[config.mk]
export PLATFORM = sky130hd
export DESIGN_NAME = kart_velocity_scheduler
export DESIGN_NICKNAME = d
export VERILOG_FILES = /design/src/rtl/kart_pkg.sv /design/src/rtl/kart_vel_calc.sv /design/src/rtl/kart_velocity_scheduler.sv
export SDC_FILE = /design/constraint.sdc
export NUM_CORES = 1
export LEC_CHECK = 0
export BUFFER_PORTS_ARGS = -buffer_cell sky130_fd_sc_hd__buf_2
export CAP_MARGIN = 10
export CORE_MARGIN = 1.5
export CORE_UTILIZATION = 46
export DETAILED_ROUTE_END_ITERATION = 10
export GPL_ROUTABILITY_DRIVEN = 0
export GPL_TIMING_DRIVEN = 0
export PLACE_DENSITY = 0.69
export SYNTH_ARGS = -nofsm -noshare
export SYNTH_HDL_FRONTEND = slang
export SYNTH_SLANG_ARGS = --single-unit
[constraint.sdc]
create_clock -name clk -period 8.2 [get_ports clk]
set_clock_uncertainty 0.2 [all_clocks]
set_input_delay 2.46 -clock clk [delete_from_list [all_inputs] [get_ports clk]]
set_output_delay 2.46 -clock clk [all_outputs]
set_load 0.005 [all_outputs]
[src/rtl/kart_pkg.sv]
// Shared constants, scheduler state type and angle helpers for the kart
// velocity path.
package kart_pkg;

    localparam int ANGLE_W    = 9;
    localparam int TRIG_W     = 11;
    localparam int FRAC_SHIFT = 9;

    localparam logic [ANGLE_W-1:0]       ANGLE_MAX = ANGLE_W'(360);
    localparam logic [ANGLE_W-1:0]       ANGLE_QTR = ANGLE_W'(90);
    localparam logic signed [TRIG_W-1:0] TRIG_ONE  = TRIG_W'(512);

    typedef enum logic [1:0] {
        IDLE,
        ISSUE,
        WAIT,
        COMPUTE
    } sched_state_t;

    // Out-of-range headings are treated as 0 degrees.
    function automatic logic [ANGLE_W-1:0] clean_angle(
        input logic [ANGLE_W-1:0] d
    );
        return (d >= ANGLE_MAX) ? '0 : d;
    endfunction

    // sin(d) = cos(|d - 90|), so the cosine ROM serves both ports.
    function automatic logic [ANGLE_W-1:0] sin_angle(
        input logic [ANGLE_W-1:0] d
    );
        return (d > ANGLE_QTR) ? (d - ANGLE_QTR) : (ANGLE_QTR - d);
    endfunction

endpackage

[src/rtl/kart_vel_calc.sv]
// Combinational velocity from speed and ROM trig words.
// Ports: speed, cos_val, sin_val in; vx, vy out (vy negated: screen y down).
module kart_vel_calc
    import kart_pkg::*;
#(
    parameter int SPEED_W = 4,
    parameter int VEL_W   = 12
) (
    input  logic [SPEED_W-1:0]       speed,
    input  logic signed [TRIG_W-1:0] cos_val,
    input  logic signed [TRIG_W-1:0] sin_val,
    output logic signed [VEL_W-1:0]  vx,
    output logic signed [VEL_W-1:0]  vy
);

    localparam int P = SPEED_W + TRIG_W + 1;
    localparam logic signed [P-1:0] BIAS =
        {{(P-FRAC_SHIFT){1'b0}}, {FRAC_SHIFT{1'b1}}};

    logic signed [P-1:0] spd_ext;
    logic signed [P-1:0] cos_ext;
    logic signed [P-1:0] sin_ext;
    logic signed [P-1:0] prod_x;
    logic signed [P-1:0] prod_y;
    logic signed [P-1:0] bias_x;
    logic signed [P-1:0] bias_y;
    logic signed [P-1:0] sum_x;
    logic signed [P-1:0] sum_y;
    logic signed [P-1:0] qx;
    logic signed [P-1:0] qy;

    assign spd_ext = $signed({{(TRIG_W+1){1'b0}}, speed});
    assign cos_ext = {{(SPEED_W+1){cos_val[TRIG_W-1]}}, cos_val};
    assign sin_ext = {{(SPEED_W+1){sin_val[TRIG_W-1]}}, sin_val};

    assign prod_x = spd_ext * cos_ext;
    assign prod_y = spd_ext * sin_ext;

    // Biasing negatives by 2^F-1 makes the arithmetic shift round to zero.
    assign bias_x = prod_x[P-1] ? BIAS : {P{1'b0}};
    assign bias_y = prod_y[P-1] ? BIAS : {P{1'b0}};
    assign sum_x  = prod_x + bias_x;
    assign sum_y  = prod_y + bias_y;
    assign qx     = sum_x >>> FRAC_SHIFT;
    assign qy     = sum_y >>> FRAC_SHIFT;

    assign vx = VEL_W'(qx);
    assign vy = VEL_W'(-qy);

endmodule

[src/rtl/kart_velocity_scheduler.sv]
// Frame-triggered sequencer sharing one cos ROM across all karts.
// Ports: frame_start, kart_dir/speed, rom_* in/out; vel_x/y, busy, done,
// overrun out. OVERRUN_CNT_EN adds saturating overrun_count[7:0].
module kart_velocity_scheduler
    import kart_pkg::*;
#(
    parameter int NUM_KARTS   = 2,
    parameter int SPEED_W     = 4,
    parameter int VEL_W       = 12,
    parameter int ROM_LATENCY = 2
) (
    input  logic                         clk,
    input  logic                         rst,
    input  logic                         frame_start,
    input  logic [NUM_KARTS*ANGLE_W-1:0] kart_dir,
    input  logic [NUM_KARTS*SPEED_W-1:0] kart_speed,
    output logic [ANGLE_W-1:0]           rom_addr_cos,
    output logic [ANGLE_W-1:0]           rom_addr_sin,
    input  logic signed [TRIG_W-1:0]     rom_cos,
    input  logic signed [TRIG_W-1:0]     rom_sin,
    output logic [NUM_KARTS*VEL_W-1:0]   vel_x,
    output logic [NUM_KARTS*VEL_W-1:0]   vel_y,
    output logic                         busy,
    output logic                         done,
    output logic                         overrun
`ifdef OVERRUN_CNT_EN
    ,
    output logic [7:0]                   overrun_count
`endif
);

    localparam int IDX_W = (NUM_KARTS > 1) ? $clog2(NUM_KARTS) : 1;
    localparam int WC_W  = (ROM_LATENCY > 1) ? $clog2(ROM_LATENCY) : 1;
    localparam int LAST  = NUM_KARTS - 1;
    localparam logic [IDX_W-1:0] LAST_IDX  = IDX_W'(LAST);
    localparam logic [WC_W-1:0]  WAIT_LAST = WC_W'(ROM_LATENCY - 1);

    sched_state_t state;
    logic [IDX_W-1:0]             idx;
    logic [IDX_W-1:0]             nidx;
    logic [WC_W-1:0]              wcnt;
    logic [NUM_KARTS*ANGLE_W-1:0] dir_clean;
    logic [NUM_KARTS*ANGLE_W-1:0] dir_snap;
    logic [NUM_KARTS*SPEED_W-1:0] spd_snap;
    logic [NUM_KARTS*VEL_W-1:0]   shadow_x;
    logic [NUM_KARTS*VEL_W-1:0]   shadow_y;
    logic [ANGLE_W-1:0]           issue_dir;
    logic [SPEED_W-1:0]           cur_spd;
    logic signed [VEL_W-1:0]      vx;
    logic signed [VEL_W-1:0]      vy;

    always_comb begin
        dir_clean = '0;
        for (int k = 0; k < NUM_KARTS; k++) begin
            dir_clean[k*ANGLE_W +: ANGLE_W] =
                clean_angle(kart_dir[k*ANGLE_W +: ANGLE_W]);
        end
    end

    // Address for the next ISSUE: kart 0 from the live inputs on start,
    // otherwise the following kart from the snapshot.
    always_comb begin
        nidx      = idx + 1'b1;
        issue_dir = (state == IDLE) ? dir_clean[0 +: ANGLE_W]
                                    : dir_snap[nidx*ANGLE_W +: ANGLE_W];
    end

    assign cur_spd = spd_snap[idx*SPEED_W +: SPEED_W];

    kart_vel_calc #(
        .SPEED_W (SPEED_W),
        .VEL_W   (VEL_W)
    ) u_calc (
        .speed   (cur_spd),
        .cos_val (rom_cos),
        .sin_val (rom_sin),
        .vx      (vx),
        .vy      (vy)
    );

    always_ff @(posedge clk) begin
        if (rst) begin
            state        <= IDLE;
            idx          <= '0;
            wcnt         <= '0;
            dir_snap     <= '0;
            spd_snap     <= '0;
            shadow_x     <= '0;
            shadow_y     <= '0;
            vel_x        <= '0;
            vel_y        <= '0;
            rom_addr_cos <= '0;
            rom_addr_sin <= '0;
            busy         <= 1'b0;
            done         <= 1'b0;
            overrun      <= 1'b0;
        end else begin
            done    <= 1'b0;
            overrun <= frame_start && busy;
            unique case (state)
                IDLE: begin
                    if (frame_start) begin
                        dir_snap     <= dir_clean;
                        spd_snap     <= kart_speed;
                        idx          <= '0;
                        busy         <= 1'b1;
                        rom_addr_cos <= issue_dir;
                        rom_addr_sin <= sin_angle(issue_dir);
                        state        <= ISSUE;
                    end
                end
                ISSUE: begin
                    wcnt  <= WC_W'(1);
                    state <= (ROM_LATENCY > 1) ? WAIT : COMPUTE;
                end
                WAIT: begin
                    if (wcnt == WAIT_LAST) begin
                        state <= COMPUTE;
                    end else begin
                        wcnt <= wcnt + 1'b1;
                    end
                end
                COMPUTE: begin
                    if (idx == LAST_IDX) begin
                        vel_x <= shadow_x;
                        vel_y <= shadow_y;
                        vel_x[LAST*VEL_W +: VEL_W] <= vx;
                        vel_y[LAST*VEL_W +: VEL_W] <= vy;
                        done  <= 1'b1;
                        busy  <= 1'b0;
                        state <= IDLE;
                    end else begin
                        shadow_x[idx*VEL_W +: VEL_W] <= vx;
                        shadow_y[idx*VEL_W +: VEL_W] <= vy;
                        idx          <= nidx;
                        rom_addr_cos <= issue_dir;
                        rom_addr_sin <= sin_angle(issue_dir);
                        state        <= ISSUE;
                    end
                end
                default: state <= IDLE;
            endcase
        end
    end

`ifdef OVERRUN_CNT_EN
    always_ff @(posedge clk) begin
        if (rst) begin
            overrun_count <= '0;
        end else if (overrun && overrun_count != 8'hFF) begin
            overrun_count <= overrun_count + 8'd1;
        end
    end
`endif

endmodule

==> metrics.txt <==
LEAKAGE=about 5 nW; Final period util=between 90 and 100%; Initial Util=between 40% and 50%; Place WS=-0.699 ns; kind of critical path=primary input to flop; H-tree levels=3; Post-Syn Nets=1291; worst slew pin tran=about 1.1 ns; Finish-stage setup viols=0; # IOs=120; Pwr Density=250 mW/mm2; first-pass GRT wire length=35700 um; num rows=50; startpoint type of the worst setup path=primary input; Final Hold Viols=0; Tot Pwr=2.69 mW; layout cells sized above 1=between 20% and 30%; Yosys top cell by area=dfxtp_1; clock latency at the later pin of the worst-skew pair=0.36 ns; R2R Path Start=idx; Reg clk slew, reported paths=0.07 ns; Worst R2R End=vel_y[16]; via count=8058; Max transition margin=25.5%; TritonCTS Sinks=107; CP peak stage delay=about 0.54 ns; router iterations before antenna repair=4; Netlist cell types=70; DRC Markers=0; Final WS setup=0.154 ns; fillers=1738; r2r setup slk=approximately 0.37 ns; Mapped Cells=around 1.1k; post-DR vias/cell=5.33; mapped cell area=0.00886 mm2; status=completed; max-capacitance violation count=0; async set or reset register ratio after synthesis=0%; Hold Crit Class=flop to flop; Hold Buf Count CTS=0; Nets=1448; GRT Total Usage=22.0%; final WL=22800 um; Core ar.=0.0188 mm2; critical path's top delay family=adder cells; fmax=124 MHz; routed len/inst=15.1 um; yosys synthesis warning count=0; total gr overflow=0; Max VDD drop=~0.1 mV; Antenna Diode Count=0; worst path buffer plus inverter count=5; Worst Setup EP=vel_y[16]; largest net degree at the start of global routing=19; min Tclk post-route=just over 8 ns; initial antenna violation count=0; Seq/Total Area, Yosys=24.2%; die width=142 um; DP HPWL=17500 um; critical path required time=between 8 and 9 ns; Root Driver=clkbuf_16; CTS tree=built; vias in the first global route=7538; Max Fanout on Critical Path=4; CP Depth=27; cells on worst reg2reg path=31; crit path max-delay cell type=fa_1; DRT iter0 DRCs=321; max-slew violation count=0; Seq cells post-synth=107; CP Capture Type=flop; Clock Path Buffers=2; post-route ant nets=0; syn avg cell area=around 8 um2; largest cells by area after synthesis=dfxtp_1 24%, ha_1 11%, fa_1 10%, a21oi_1 5.8%, nand2_1 5.7%; Post-synth EDFFs=0; die area=0.0201 mm2; synth-to-layout area growth=21.1%; chip height=142 um; CTS Buf Count=9; critical path launch point=rom_sin[3]; share of the synthesized area in the top cell type=between 20% and 30%; Main synth FF type=dfxtp_1; WP data arrival=~8 ns; number of I/O port buffers=~120
## cells by family after synthesis
| group | share of synthesized area (%) |
|---|---|
| XOR/XNOR | 4.25 |
| buffers and inverters | 8.36 |
| AND/OR/NAND/NOR | 21.6 |
| multiplexers | 2.70 |
| AO/OA/AOI/OAI | 17.3 |
| adder cells (fa/ha/maj) | 21.6 |
| flip-flops | 24.2 |
## Yosys cell counts, drive strengths merged, types with 3 or more instances
master  count
nand2     134
inv       123
dfxtp     107
a21oi     104
nor2       96
ha         79
nor2b      53
fa         46
clkbuf     42
and2       29
xnor2      28
o21ai      22
buf        20
a211oi     19
mux2i      19
a21o       17
nand3      17
xor2       15
nor3       14
nand2b     13
o211ai     11
nand3b      9
o21a        9
or3         9
a31oi       8
a22oi       7
o31ai       7
or2         5
or4         5
a311oi      4
mux2        4
a211o       3
nor4        3
o21bai      3
## layout by cell type (no fill, tap or decap), types with 15 or more instances in the layout
cell type,instances
nand2_1,134
inv_1,119
buf_2,117
dfxtp_1,107
a21oi_1,95
nor2_1,89
ha_1,66
nor2b_1,49
buf_4,44
fa_1,44
clkbuf_1,38
xnor2_1,28
and2_1,27
o21ai_0,19
mux2i_1,16
a21o_1,16
nand3_1,16
a211oi_1,15
## layout make-up
class                      count  area [um2]  share of cell area (%)
buffer                        59         279                    2.60
clock buffer                  11         243                    2.26
clock inverter                 5        46.3                   0.432
inverter                     123         462                    4.31
multi-input combinational    823        6430                    59.9
sequential                   107        2140                    20.0
tap                          234         293                    2.73
timing repair buffer         149         832                    7.76
## worst register-to-register path, delay by kind of cell (launching register included)
family	cells	cell delay, ns
buffers and inverters	9	1.64
AOI/OAI and AO/OA	7	1.33
and+or+nand+nor	6	1.20
DFF	1	0.35
xor gates and xnor gates	1	0.09
muxes	2	0.76
adders and majority gates	6	2.16
## how the worst min path moves through the flow
stage / from / to / slack, ns / cells after the start
after floorplan: dir_snap[17] / dir_snap[17] / 0.23 / 2
after global placement: dir_snap[17] / dir_snap[17] / 0.24 / 2
after detailed placement: shadow_x[2] / vel_x[2] / 0.24 / 2
after CTS: shadow_x[2] / vel_x[2] / 0.25 / 2
after global routing: vel_y[3] / vel_y[3] / 0.27 / 2
final: shadow_x[0] / vel_x[0] / 0.25 / 2
## state kept, by name, summed over array words and instances, names as in the netlist, 2 cells and up
register,flops
spd_snap,8
vel_y,24
rom_addr_cos,9
shadow_x,7
dir_snap,18
state,2
vel_x,14
rom_addr_sin,8
shadow_y,12
## report_power, final
part | switching (mW) | internal [mW] | total (mW)
combinational | 0.960 | 0.673 | 1.63
sequential | 0.0398 | 0.590 | 0.629
clock | 0.204 | 0.219 | 0.423
total | 1.20 | 1.48 | 2.69
## layer usage
layer	track usage, %	up-vias	share of wire (%)
met3	3.07	21	4.0
met1	28.5	3860	46
li1	-	4027	-
met5	0	-	0
met4	5.10	0	1.3
met2	38.8	150	49
## metrics by stage
| stage | cells | hold slack [ns] | util (%) | TNS, ns | instance area (um2) |
|---|---|---|---|---|---|
| 6_report | 1511 | 0.253 | 57.1 | 0 | 10700 |
| 2_1_floorplan | 1115 | 0.227 | - | 0 | 8960 |
| 3_5_place_dp | 1467 | 0.244 | 52.4 | -12.71 | 9840 |
| 4_1_cts | 1491 | 0.254 | 54.7 | 0 | 10300 |
| 3_3_place_gp | 1467 | 0.236 | 52.4 | -10.22 | 9840 |
| 5_1_grt | 1511 | 0.269 | 57.1 | -0.225 | 10700 |
## timing repair
| action | CTS | global route |
|---|---|---|
| pin swaps | 14 | 53 |
| buffers inserted | 10 | 21 |
| endpoints found under the hold margin | 0 | 0 |
| endpoints found under the setup margin | 24 | 24 |
| gates resized for setup | 17 | 61 |
Power figures use the tool's default switching activity.
